### src/rtl/multiplicador_seq_pkg.sv
// Shared constants and state encoding for the sequential shift-and-add
// multiplier.
package multiplicador_seq_pkg;

    localparam int LARGURA = 8;
    localparam int N_ITER  = 8;
    localparam int CNT_W   = $clog2(N_ITER);

    localparam logic [CNT_W-1:0] CNT_ULTIMO = CNT_W'(N_ITER - 1);

    typedef enum logic [1:0] {
        OCIOSO = 2'd0,
        SOMA   = 2'd1,
        FIM    = 2'd2
    } estado_t;

endpackage

### src/rtl/multiplicador_seq_somador.sv
// Ripple-carry adder shared by every iteration of the multiplier;
// the carry-out is returned as the top bit of s.
module somador_completo
    import multiplicador_seq_pkg::*;
(
    input  logic [LARGURA-1:0] a,
    input  logic [LARGURA-1:0] b,
    output logic [LARGURA:0]   s
);

    logic vai;

    always_comb begin
        s   = '0;
        vai = 1'b0;
        for (int i = 0; i < LARGURA; i++) begin
            s[i] = a[i] ^ b[i] ^ vai;
            vai  = (a[i] & b[i]) | (vai & (a[i] ^ b[i]));
        end
        s[LARGURA] = vai;
    end

endmodule

### src/rtl/multiplicador_seq.sv
// Sequential 8x8 unsigned multiplier: one add-and-shift per cycle through
// a single adder, result registered on the last iteration.
module multiplicador_seq
    import multiplicador_seq_pkg::*;
(
    input  logic                   clk,
    input  logic                   rst,
    input  logic                   inicio,
    input  logic [LARGURA-1:0]     a,
    input  logic [LARGURA-1:0]     b,
    output logic [2*LARGURA-1:0]   p,
    output logic                   pronto,
    output logic                   ocupado
);

    estado_t                estado;
    estado_t                proximo;
    logic [LARGURA-1:0]     reg_a;
    logic [LARGURA-1:0]     reg_q;
    logic [LARGURA-1:0]     reg_m;
    logic [CNT_W-1:0]       cnt;
    logic [2*LARGURA-1:0]   reg_p;

    logic [LARGURA-1:0]     parcela;
    logic [LARGURA:0]       soma;
    logic [LARGURA-1:0]     a_prox;
    logic [LARGURA-1:0]     q_prox;
    logic                   ultimo;
    logic                   aceita;

    assign parcela = reg_q[0] ? reg_m : '0;

    somador_completo u_somador (
        .a (reg_a),
        .b (parcela),
        .s (soma)
    );

    // Carry-out becomes the new MSB of A so the top partial product never overflows
    assign a_prox = soma[LARGURA:1];
    assign q_prox = {soma[0], reg_q[LARGURA-1:1]};
    assign ultimo = (cnt == CNT_ULTIMO);
    assign p      = reg_p;

    always_ff @(posedge clk or posedge rst) begin
        if (rst) begin
            estado <= OCIOSO;
        end else begin
            estado <= proximo;
        end
    end

    always_comb begin
        proximo = estado;
        aceita  = 1'b0;
        pronto  = 1'b0;
        ocupado = 1'b1;
        case (estado)
            OCIOSO: begin
                ocupado = 1'b0;
                if (inicio) begin
                    aceita  = 1'b1;
                    proximo = SOMA;
                end
            end
            SOMA: begin
                if (ultimo) begin
                    proximo = FIM;
                end
            end
            FIM: begin
                pronto  = 1'b1;
                proximo = OCIOSO;
            end
            default: begin
                ocupado = 1'b0;
                proximo = OCIOSO;
            end
        endcase
    end

    always_ff @(posedge clk or posedge rst) begin
        if (rst) begin
            reg_a <= '0;
            reg_q <= '0;
            reg_m <= '0;
            cnt   <= '0;
            reg_p <= '0;
        end else if (aceita) begin
            reg_a <= '0;
            reg_q <= b;
            reg_m <= a;
            cnt   <= '0;
        end else if (estado == SOMA) begin
            reg_a <= a_prox;
            reg_q <= q_prox;
            cnt   <= cnt + 1'b1;
            if (ultimo) begin
                reg_p <= {a_prox, q_prox};
            end
        end
    end

endmodule
### config.mk
export PLATFORM = sky130hd
export DESIGN_NAME = multiplicador_seq
export DESIGN_NICKNAME = d
export VERILOG_FILES = /design/src/rtl/multiplicador_seq_pkg.sv /design/src/rtl/multiplicador_seq_somador.sv /design/src/rtl/multiplicador_seq.sv
export SDC_FILE = /design/constraint.sdc
export NUM_CORES = 1
export LEC_CHECK = 0
export CAP_MARGIN = 20
export CORE_MARGIN = 1
export CORE_UTILIZATION = 55
export DETAILED_ROUTE_END_ITERATION = 6
export DONT_BUFFER_PORTS = 1
export PLACE_DENSITY = 0.7
export REMOVE_ABC_BUFFERS = 1
export SYNTH_ARGS = -nofsm -noshare
export SYNTH_HDL_FRONTEND = slang
export SYNTH_SLANG_ARGS = --single-unit
### constraint.sdc
create_clock -name clk -period 8.86 [get_ports clk]
set_clock_uncertainty 0.15 [all_clocks]
set_input_delay 0.886 -clock clk [delete_from_list [all_inputs] [get_ports clk]]
set_output_delay 0.886 -clock clk [all_outputs]
set_load 0.005 [all_outputs]
==> metrics.md, run 1 <==
| Metric | Value |
|---|---|
| Max Cap Viol | 0 |
| Worst skew pair latency | 300 ps |
| Routed via count | 1,273 |
| # resized after CTS | 0 |
| Routability cong. | 0.751 |
| Largest net degree at the start of global routing | 46 |
| Seq cells post-synth | 45 |
| First-pass GRT wire length | 6130 µm |
| Layout cells sized above 1 | 14.7% |
| Max rail drop VDD | 0.174 mV |
| Fill cells | 315 |
| Buffers on Ports | 0 |
| Core area | 3720 µm² |
| Unrepaired setup endpoints after global routing | no |
| Cell area after synthesis | 2180 µm² |
| Setup Fix Bufs, Post-CTS | 0 |
| Most frequent cells in the layout | dfrtp_1, nand2_1, inv_1 |
| Die Span Y | 64.9 µm |
| Leakage power | 1.13 nW |
| Hold Crit Class | reg -> reg |
| GR Overflow Total | 0 |
| Final Critical Period | 3850 ps |
| Post-synthesis sequential area ratio | 51.7% |
| Length of routed met2 wiring | 1860 µm |
| Seq pwr share | 46.2% |
| Critical Path Start Type | flop |
| WHS | 324 ps |
| Fin. Hold Viols | 0 |
| Remaining DRCs | 0 |
| Finished Layout Cells | 238 |
| Period utilization | 43.4% |
| Post-Synthesis Cells | 191 |
| Synth Area in Adders | 10.5% |
| Post-synthesis mux area share | 16.5% |
| Fin Setup TNS | 0 ps |
| Int Power | 461 µW |
| Max frequency | 260 MHz |
| Tot GR Track Use | 19.7% |
| WP data required | 8920 ps |
| WL met3 | 156 µm |
| Initial antenna violation count | 0 |
| Footprint of the multi-input gates | 910 µm² |
| CTS tree | done |
| Simple-Gate Fraction of Synth Area | 10.7% |
| Clock tree sinks | 45 |
| Largest family of logic cells by synthesized area | multiplexers |
| WL met1 | 1560 µm |
| Crit Path Max Fanout | 9 |
| Wire per inst | 15.4 µm |
| # IOs | 37 |
| PD cells | 325 nW/µm² |
| Remaining antenna violation count | 0 |
| Final WL | 3660 µm |
| Sw power | 276 µW |
| Comb pwr share | 36.4% |
| Final Max Tran Viols | 0 |
| Die Wd | 64.9 µm |
| Setup crit end kind | flop |
| First-pass detailed-route iteration total | 4 |
| Sw Share | 37.5% |
| Vias per cell | 5.35 |
| Diode count | 0 |
| CP Class | reg -> reg |
| Nets | 222 |
| Status | complete, no violations |
| Worst-Margin Slew | 909 ps |
| Top post-synthesis cells by area | dfrtp_1, mux2i_1, fa_1 |
| Setup-failing EPs final | 0 |
| Dpl cells | 230 |
| CTS Buffer Depth | 2 |
| Number of global-route vias before repair | 1,380 |
| Reg clk slew, reported paths | 90 ps |
| Post-detail-place hpwl | 2520 µm |
| Fin util | 61.0% |
| Rows | 22 |
| Top layer in use | met4 |
| Num CTS Buffers | 5 |
| # hold bufs at CTS | 0 |
| Synth Area in Compound Gates | 3.68% |
| Most area-hungry cell type in the Yosys netlist | dfrtp_1 |
| Critical path arrival | 3910 ps |
| Root Buffer | clkbuf_8 |
| Clock power share | 17.5% |
| Storage cell area | 1130 µm² |
| Layout area overhead | 4.14% |
| XOR/XNOR Fraction of Synth Area | 0.402% |
| Starting Density | 58.6% |
| CTS H-Tree Depth | 2 |
| Leading cell type in the layout, fill and taps excluded | dfrtp_1 |
| Synth unique cells | 23 |
| First DRT Iteration DRCs | 87 |
| Ys Warns | 0 |
| Avg Cell Area, Syn | 11.4 µm² |
| Slew HR | 39.3% |
| DIE AREA | 4220 µm² |
| Post-synth top area share | 51.7% |
state kept, by name, indices dropped and copies added (netlist names):
register  flops
cnt           3
estado        2
p            16
reg_a         8
reg_m         8
reg_q         8
routing by layer:
metal  vias to the layer above  global-route usage, %
met5                         -                      0
li1                        602                      -
met4                         0                   9.72
met2                        25                   32.9
met3                         8                   6.16
met1                       638                   22.6
synth_stat cells, drive strengths merged:
cell	n
a211oi	3
buf	7
o21ai	9
a21oi	1
dfrtp	45
and3	1
mux2	14
ha	7
and2b	1
and2	4
inv	20
clkbuf	3
nand2	38
xnor2	1
o21a	1
fa	7
nor2	11
mux2i	18
kinds of logic (layout without fill, tap and decap cells):
| group | after synthesis | count (layout) |
|---|---|---|
| buf+inv | 30 | 29 |
| xor+xnor | 1 | 1 |
| mux | 32 | 32 |
| flops | 45 | 45 |
| compound gates | 14 | 14 |
| fa+ha+maj | 14 | 14 |
| simple gates | 55 | 55 |
path summary, 6_finish.rpt:
check | from | end | slack [ps] | cells past startpoint
hold reg to reg | reg_m[6] | reg_m[6] | 320 | 2
min in group asynchronous | rst | reg_q[3] | 500 | 1
hold / removal | reg_m[6] | reg_m[6] | 320 | 2
max in group asynchronous | rst | p[13] | 7490 | 1
setup reg to reg | reg_q[0] | reg_a[6] | 5010 | 15
setup / recovery | reg_q[0] | reg_a[6] | 5010 | 15
per-stage QoR:
step	power [mW]	worst slack, ps	instance area [µm²]
5_1_grt	0.795	4810	2270
4_1_cts	0.746	5020	2270
2_1_floorplan	0.543	5310	2110
3_3_place_gp	0.596	5220	2180
6_report	0.738	5010	2270
3_5_place_dp	0.617	5060	2180
cell type report:
class	count	area share [%]
flip-flops and latches	45	49.6
multi-input cells	116	40.1
inverters	20	3.31
clock buffers	5	3.03
well taps	48	2.65
clock inverters	3	0.938
repair buffers	1	0.331
critical path: stages (launching register included):
cell and delay [ps]:
dfrtp_1 480, and2_1 170, ha_1 150, inv_1 50, fa_1 370, fa_1 390
fa_1 370, inv_1 70, fa_1 160, inv_1 50, fa_1 350, inv_1 70
fa_1 160, inv_1 50, fa_1 460, a211oi_1 250
power groups by stage:
stage	sequential [mW]	combinational (mW)	clock (mW)
2_1_floorplan	0.326	0.216	0
3_3_place_gp	0.341	0.256	0
3_5_place_dp	0.345	0.272	0
4_1_cts	0.341	0.273	0.131
5_1_grt	0.349	0.307	0.138
6_report	0.341	0.268	0.129
(Power assumes the default switching activity.)
==> run 2: changes to the inputs <==
==> constraint.sdc (replaced) <==
create_clock -name clk -period 4 [get_ports clk]
set_clock_uncertainty 0.15 [all_clocks]
set_input_delay 0.4 -clock clk [delete_from_list [all_inputs] [get_ports clk]]
set_output_delay 0.4 -clock clk [all_outputs]
set_load 0.005 [all_outputs]
==> metrics.md, run 2 (synthesis results as in run 1) <==
| Metric | Value |
|---|---|
| Post-detail-place hpwl | 2580 µm (+2.3%) |
| Remaining DRCs | 0 (unchanged) |
| Nets | 223 (+0.45%) |
| Diode count | 0 (unchanged) |
| Leading cell type in the layout, fill and taps excluded | dfrtp_1 |
| Tot GR Track Use | 20.7% (+1.0 points) |
| Initial antenna violation count | 0 (unchanged) |
| Largest net degree at the start of global routing | 46 (unchanged) |
| DIE AREA | 4220 µm² (unchanged) |
| Worst skew pair latency | 300 ps (about the same) |
| Die Wd | 64.9 µm (unchanged) |
| First-pass detailed-route iteration total | 4 (unchanged) |
| Layout area overhead | 4.19% (about the same) |
| WP data required | 4060 ps (-4860 ps) |
| CTS tree | done |
| Fin Setup TNS | 0 ps (unchanged) |
| Clock tree sinks | 45 (unchanged) |
| Setup-failing EPs final | 0 (unchanged) |
| Most frequent cells in the layout | dfrtp_1, nand2_1, inv_1 |
| Starting Density | 58.6% (unchanged) |
| Max reg flops | 16 (unchanged) |
| Final WL | 3730 µm (+2.1%) |
| First-pass GRT wire length | 6330 µm (+3.4%) |
| Max rail drop VDD | 0.344 mV (+98%) |
| Status | complete, no violations |
| Slew HR | 37.2% (-2.1 points) |
| Root Buffer | clkbuf_8 |
| Crit Path Max Fanout | 2 (-7) |
| Critical Path Start Type | flop |
| CTS H-Tree Depth | 2 (unchanged) |
| Rows | 22 (unchanged) |
| Final Max Tran Viols | 0 (unchanged) |
| Finished Layout Cells | 239 (+0.42%) |
| Buffers on Ports | 0 (unchanged) |
| Power, Total | 1.63 mW (+120%) |
| First DRT Iteration DRCs | 29 (-67%) |
| Unrepaired setup endpoints after global routing | no |
| Critical path arrival | 3640 ps (-270 ps) |
| Length of routed met2 wiring | 1790 µm (-3.7%) |
| Reg clk slew, reported paths | 90 ps (about the same) |
| Top layer in use | met4 |
| Number of global-route vias before repair | 1,312 (-4.9%) |
| Setup crit end kind | flop |
| Routability cong. | 0.757 (+0.73%) |
| Hold Crit Class | in -> async |
| CTS Buffer Depth | 2 (unchanged) |
| Dpl cells | 231 (+0.43%) |
| CP Class | reg -> reg |
| Fin. Hold Viols | 0 (unchanged) |
| Wire per inst | 15.6 µm (+1.7%) |
| Layout cells sized above 1 | 14.1% (-0.60 points) |
| Remaining antenna violation count | 0 (unchanged) |
| # resized after CTS | 0 (unchanged) |
| PD cells | 719 nW/µm² (+120%) |
| Die Span Y | 64.9 µm (unchanged) |
| Setup Fix Bufs, Post-CTS | 0 (unchanged) |
| Worst-Margin Slew | 941 ps (+32.0 ps) |
| Core area | 3720 µm² (unchanged) |
| Final Critical Period | 3580 ps (-272 ps) |
| Period utilization | 89.4% (+46 points) |
| Vias per cell | 5.41 (+1.1%) |
| Routed via count | 1,292 (+1.5%) |
| # hold bufs at CTS | 0 (unchanged) |
| WL met1 | 1680 µm (+7.5%) |
| WL met3 | 182 µm (+17%) |
| Leakage power | 1.12 nW (about the same) |
| # IOs | 37 (unchanged) |
| Max frequency | 280 MHz (+7.6%) |
| Max Cap Viol | 0 (unchanged) |
| Num CTS Buffers | 5 (unchanged) |
| GR Overflow Total | 0 (unchanged) |
[run 2: changes by cell type in the layout (fill, tap and decap cells not counted)]
| cell | delta |
|---|---|
| clkbuf_1 | +2 |
| buf_4 | +1 |
| clkinv_2 | -1 |
| inv_6 | -1 |
[run 2: report_power, final]
group          internal, mW  switching, mW  leakage, nW
Sequential            0.628          0.117        0.568
Combinational         0.274          0.338        0.518
Clock                 0.124          0.150       0.0385
[run 2: stage by stage]
step / hold WS [ps] / util (%) / setup WS [ps] / cell area (µm²)
after CTS: 40.6 / 61.1 / 400 / 2270
after detailed placement: 309 / 58.8 / 398 / 2190
after global placement: 301 / 58.8 / 520 / 2190
after floorplan: 287 / - / 449 / 2110
after global routing: 43.7 / 61.1 / 238 / 2270
final: 34.6 / 61.1 / 423 / 2270
[run 2: layout make-up]
cell class | count | area [µm²]
well taps | 48 | 60.1
flip-flops and latches | 45 | 1130
inverters | 20 | 75.1
clock inverters | 1 | 7.51
repair buffers | 2 | 15.0
clock buffers | 7 | 76.3
fillers | 309 | 1450
multi-input cells | 116 | 910
[run 2: worst paths after layout]
kind                                from        to  slack (ps)  depth (start not counted)
worst min register to register  reg_m[6]  reg_m[6]         320                          2
max in group asynchronous            rst  reg_a[5]        3080                          1
min in group clk                    a[2]  reg_m[2]          50                          2
worst max register to register  reg_m[0]  reg_a[6]         420                         15
worst min-delay path                 rst      p[3]          30                          1
worst max-delay path            reg_m[0]  reg_a[6]         420                         15
[run 2: per-layer routing]
layer	up-vias	GRT usage (%)
met2	26	31.5
met5	-	0
met4	0	9.17
met3	9	6.87
met1	654	26.7
li1	603	-
[run 2: worst max-delay path: stages, from the launching register on]
cell and delay [ps]:
dfrtp_1 350, and2_1 130, ha_1 130, inv_1 40, fa_1 370, fa_1 380, fa_1 360, inv_1 70
fa_1 150, inv_1 50, fa_1 360, inv_1 70, fa_1 160, inv_1 50, fa_1 450, a211oi_1 210
==> run 3: changes to the inputs <==
--- a/config.mk
+++ b/config.mk
@@ -10,7 +10,7 @@
 export CORE_UTILIZATION = 55
 export DETAILED_ROUTE_END_ITERATION = 6
 export DONT_BUFFER_PORTS = 1
-export PLACE_DENSITY = 0.7
+export PLACE_DENSITY = 0.78
 export REMOVE_ABC_BUFFERS = 1
 export SYNTH_ARGS = -nofsm -noshare
 export SYNTH_HDL_FRONTEND = slang
==> metrics.md, run 3 (synthesis results as in run 1) <==
| Metric | Value |
|---|---|
| Worst-Margin Slew | 618 ps (-323 ps) |
| Die Span Y | 64.9 µm (unchanged) |
| Crit Path Max Fanout | 2 (unchanged) |
| Fill cells | 312 (+0.97%) |
| Sw Share | 36.1% (-0.96 points) |
| Clock power share | 18.1% (+1.3 points) |
| Max Cap Viol | 0 (unchanged) |
| Critical Path Start Type | flop |
| Rows | 22 (unchanged) |
| Leading cell type in the layout, fill and taps excluded | dfrtp_1 |
| Fin. Hold Viols | 0 (unchanged) |
| Crit Reg-Reg Endpoint | reg_a[6] |
| Setup Fix Bufs, Post-CTS | 0 (unchanged) |
| Unrepaired setup endpoints after global routing | no |
| Remaining antenna violation count | 0 (unchanged) |
| First-pass GRT wire length | 6420 µm (+1.4%) |
| Vias per cell | 5.30 (-2.0%) |
| CTS Buffer Depth | 2 (unchanged) |
| CTS H-Tree Depth | 2 (unchanged) |
| Max frequency | 275 MHz (-1.8%) |
| Layout area overhead | 5.80% |
| Worst Setup EP | reg_a[6] |
| Diode count | 0 (unchanged) |
| GR Overflow Total | 0 (unchanged) |
| Final Max Tran Viols | 0 (unchanged) |
| Final WL | 3800 µm (+1.7%) |
| Largest net degree at the start of global routing | 46 (unchanged) |
| Status | complete, no violations |
| Starting Density | 58.6% (unchanged) |
| Initial antenna violation count | 0 (unchanged) |
| Number of global-route vias before repair | 1,409 (+7.4%) |
| Nets | 225 (+0.90%) |
| Max rail drop VDD | 0.364 mV (+6.0%) |
| Root Buffer | clkbuf_8 |
| Most frequent cells in the layout | dfrtp_1, nand2_1, inv_1 |
| Buffers on Ports | 0 (unchanged) |
| WP data required | 4060 ps (about the same) |
| Wire per inst | 15.8 µm (+0.87%) |
| Num CTS Buffers | 5 (unchanged) |
| Slew HR | 58.8% (+22 points) |
| Seq pwr share | 44.9% (-0.8 points) |
| Layout cells sized above 1 | 15.0% (+0.89 points) |
| Comb pwr share | 37.0% (-0.6 points) |
| Setup-failing EPs final | 0 (unchanged) |
| Fin Setup TNS | 0 ps (unchanged) |
| Hold Crit Class | in -> reg |
| Register-to-register path setup slack | 360 ps (-60 ps) |
| DIE AREA | 4220 µm² (unchanged) |
| Routed via count | 1,277 (-1.2%) |
| Max reg flops | 16 (unchanged) |
| FF-to-FF path depth | 15 (unchanged) |
| Post-detail-place hpwl | 2570 µm (-0.34%) |
| CP startpoint | reg_m[0] |
| Int Power | 1.06 mW (+3.3%) |
| # resized after CTS | 0 (unchanged) |
| Critical path arrival | 3700 ps (+60 ps) |
| Sw power | 600 µW (-0.89%) |
| Clock tree sinks | 45 (unchanged) |
| Remaining DRCs | 0 (unchanged) |
| FF-to-FF Start | reg_m[0] |
| Tot GR Track Use | 20.7% (about the same) |
| Setup crit end kind | flop |
| Final Critical Period | 3640 ps (+64.1 ps) |
| CP Class | reg -> reg |
| # IOs | 37 (unchanged) |
| Power, Total | 1.66 mW (+1.7%) |
| Die Wd | 64.9 µm (unchanged) |
| Worst skew pair latency | 290 ps (about the same) |
| Leakage power | 1.15 nW (+2.0%) |
| First DRT Iteration DRCs | 50 (+72%) |
| CTS tree | done |
| Period utilization | 91.0% (+1.6 points) |
| Reg clk slew, reported paths | 80 ps (about the same) |
| # hold bufs at CTS | 1 (+1) |
| Core area | 3720 µm² (unchanged) |
| First-pass detailed-route iteration total | 4 (unchanged) |
| PD cells | 720 nW/µm² (+0.20%) |
| Routability cong. | 0.756 (about the same) |
## run 3: per-layer routing
layer | vias up | track usage, % | part of all wire (%)
met4 | 0 | 6.94 | 1.3
met2 | 20 | 35.7 | 53
li1 | 604 | - | -
met1 | 648 | 24.3 | 42
met3 | 5 | 6.34 | 3.3
met5 | - | 0 | 0
## run 3: area by class of cell
class	instances	area, µm²	area share [%]
repair buffers	4	32.5	1.41
multi-input cells	116	910	39.5
flip-flops and latches	45	1130	48.9
clock buffers	7	96.3	4.18
inverters	20	75.1	3.26
well taps	48	60.1	2.61
clock inverters	1	5.00	0.217
## run 3: power by group through the flow
stage | Clock, mW | Sequential (mW) | Combinational, mW
finish | 0.301 | 0.745 | 0.615
global route | 0.330 | 0.766 | 0.707
CTS | 0.314 | 0.747 | 0.623
detailed placement | 0 | 0.756 | 0.616
global placement | 0 | 0.745 | 0.576
floorplan | 0 | 0.723 | 0.479
## run 3: worst max-delay path, cell delays in order, from the launching register on
cell	delay, ps
dfrtp_1	350
and2_1	120
ha_1	140
inv_1	50
fa_1	390
fa_1	410
fa_1	380
inv_1	80
fa_1	150
inv_1	40
fa_1	350
inv_1	80
fa_1	160
inv_1	50
fa_1	460
a211oi_1	200
## run 3: worst min-delay path by stage
stage	slack [ps]	startpoint	to	cells after the start
2_1_floorplan	290	reg_m[4]	reg_m[4]	2
6_report	60	a[3]	reg_m[3]	2
3_5_place_dp	310	rst	reg_q[3]	2
5_1_grt	60	a[1]	reg_m[1]	2
4_1_cts	50	a[3]	reg_m[3]	2
3_3_place_gp	300	rst	reg_q[3]	2
## run 3: metrics by stage
stage	hold WS [ps]	util [%]	area [µm²]	std cells	setup slack [ps]
floorplan	287	-	2110	181	449
global placement	299	59.0	2190	232	525
detailed placement	307	59.0	2190	232	333
CTS	52.0	62.0	2300	241	339
global route	60.4	62.0	2300	241	123
finish	60.2	62.0	2300	241	359
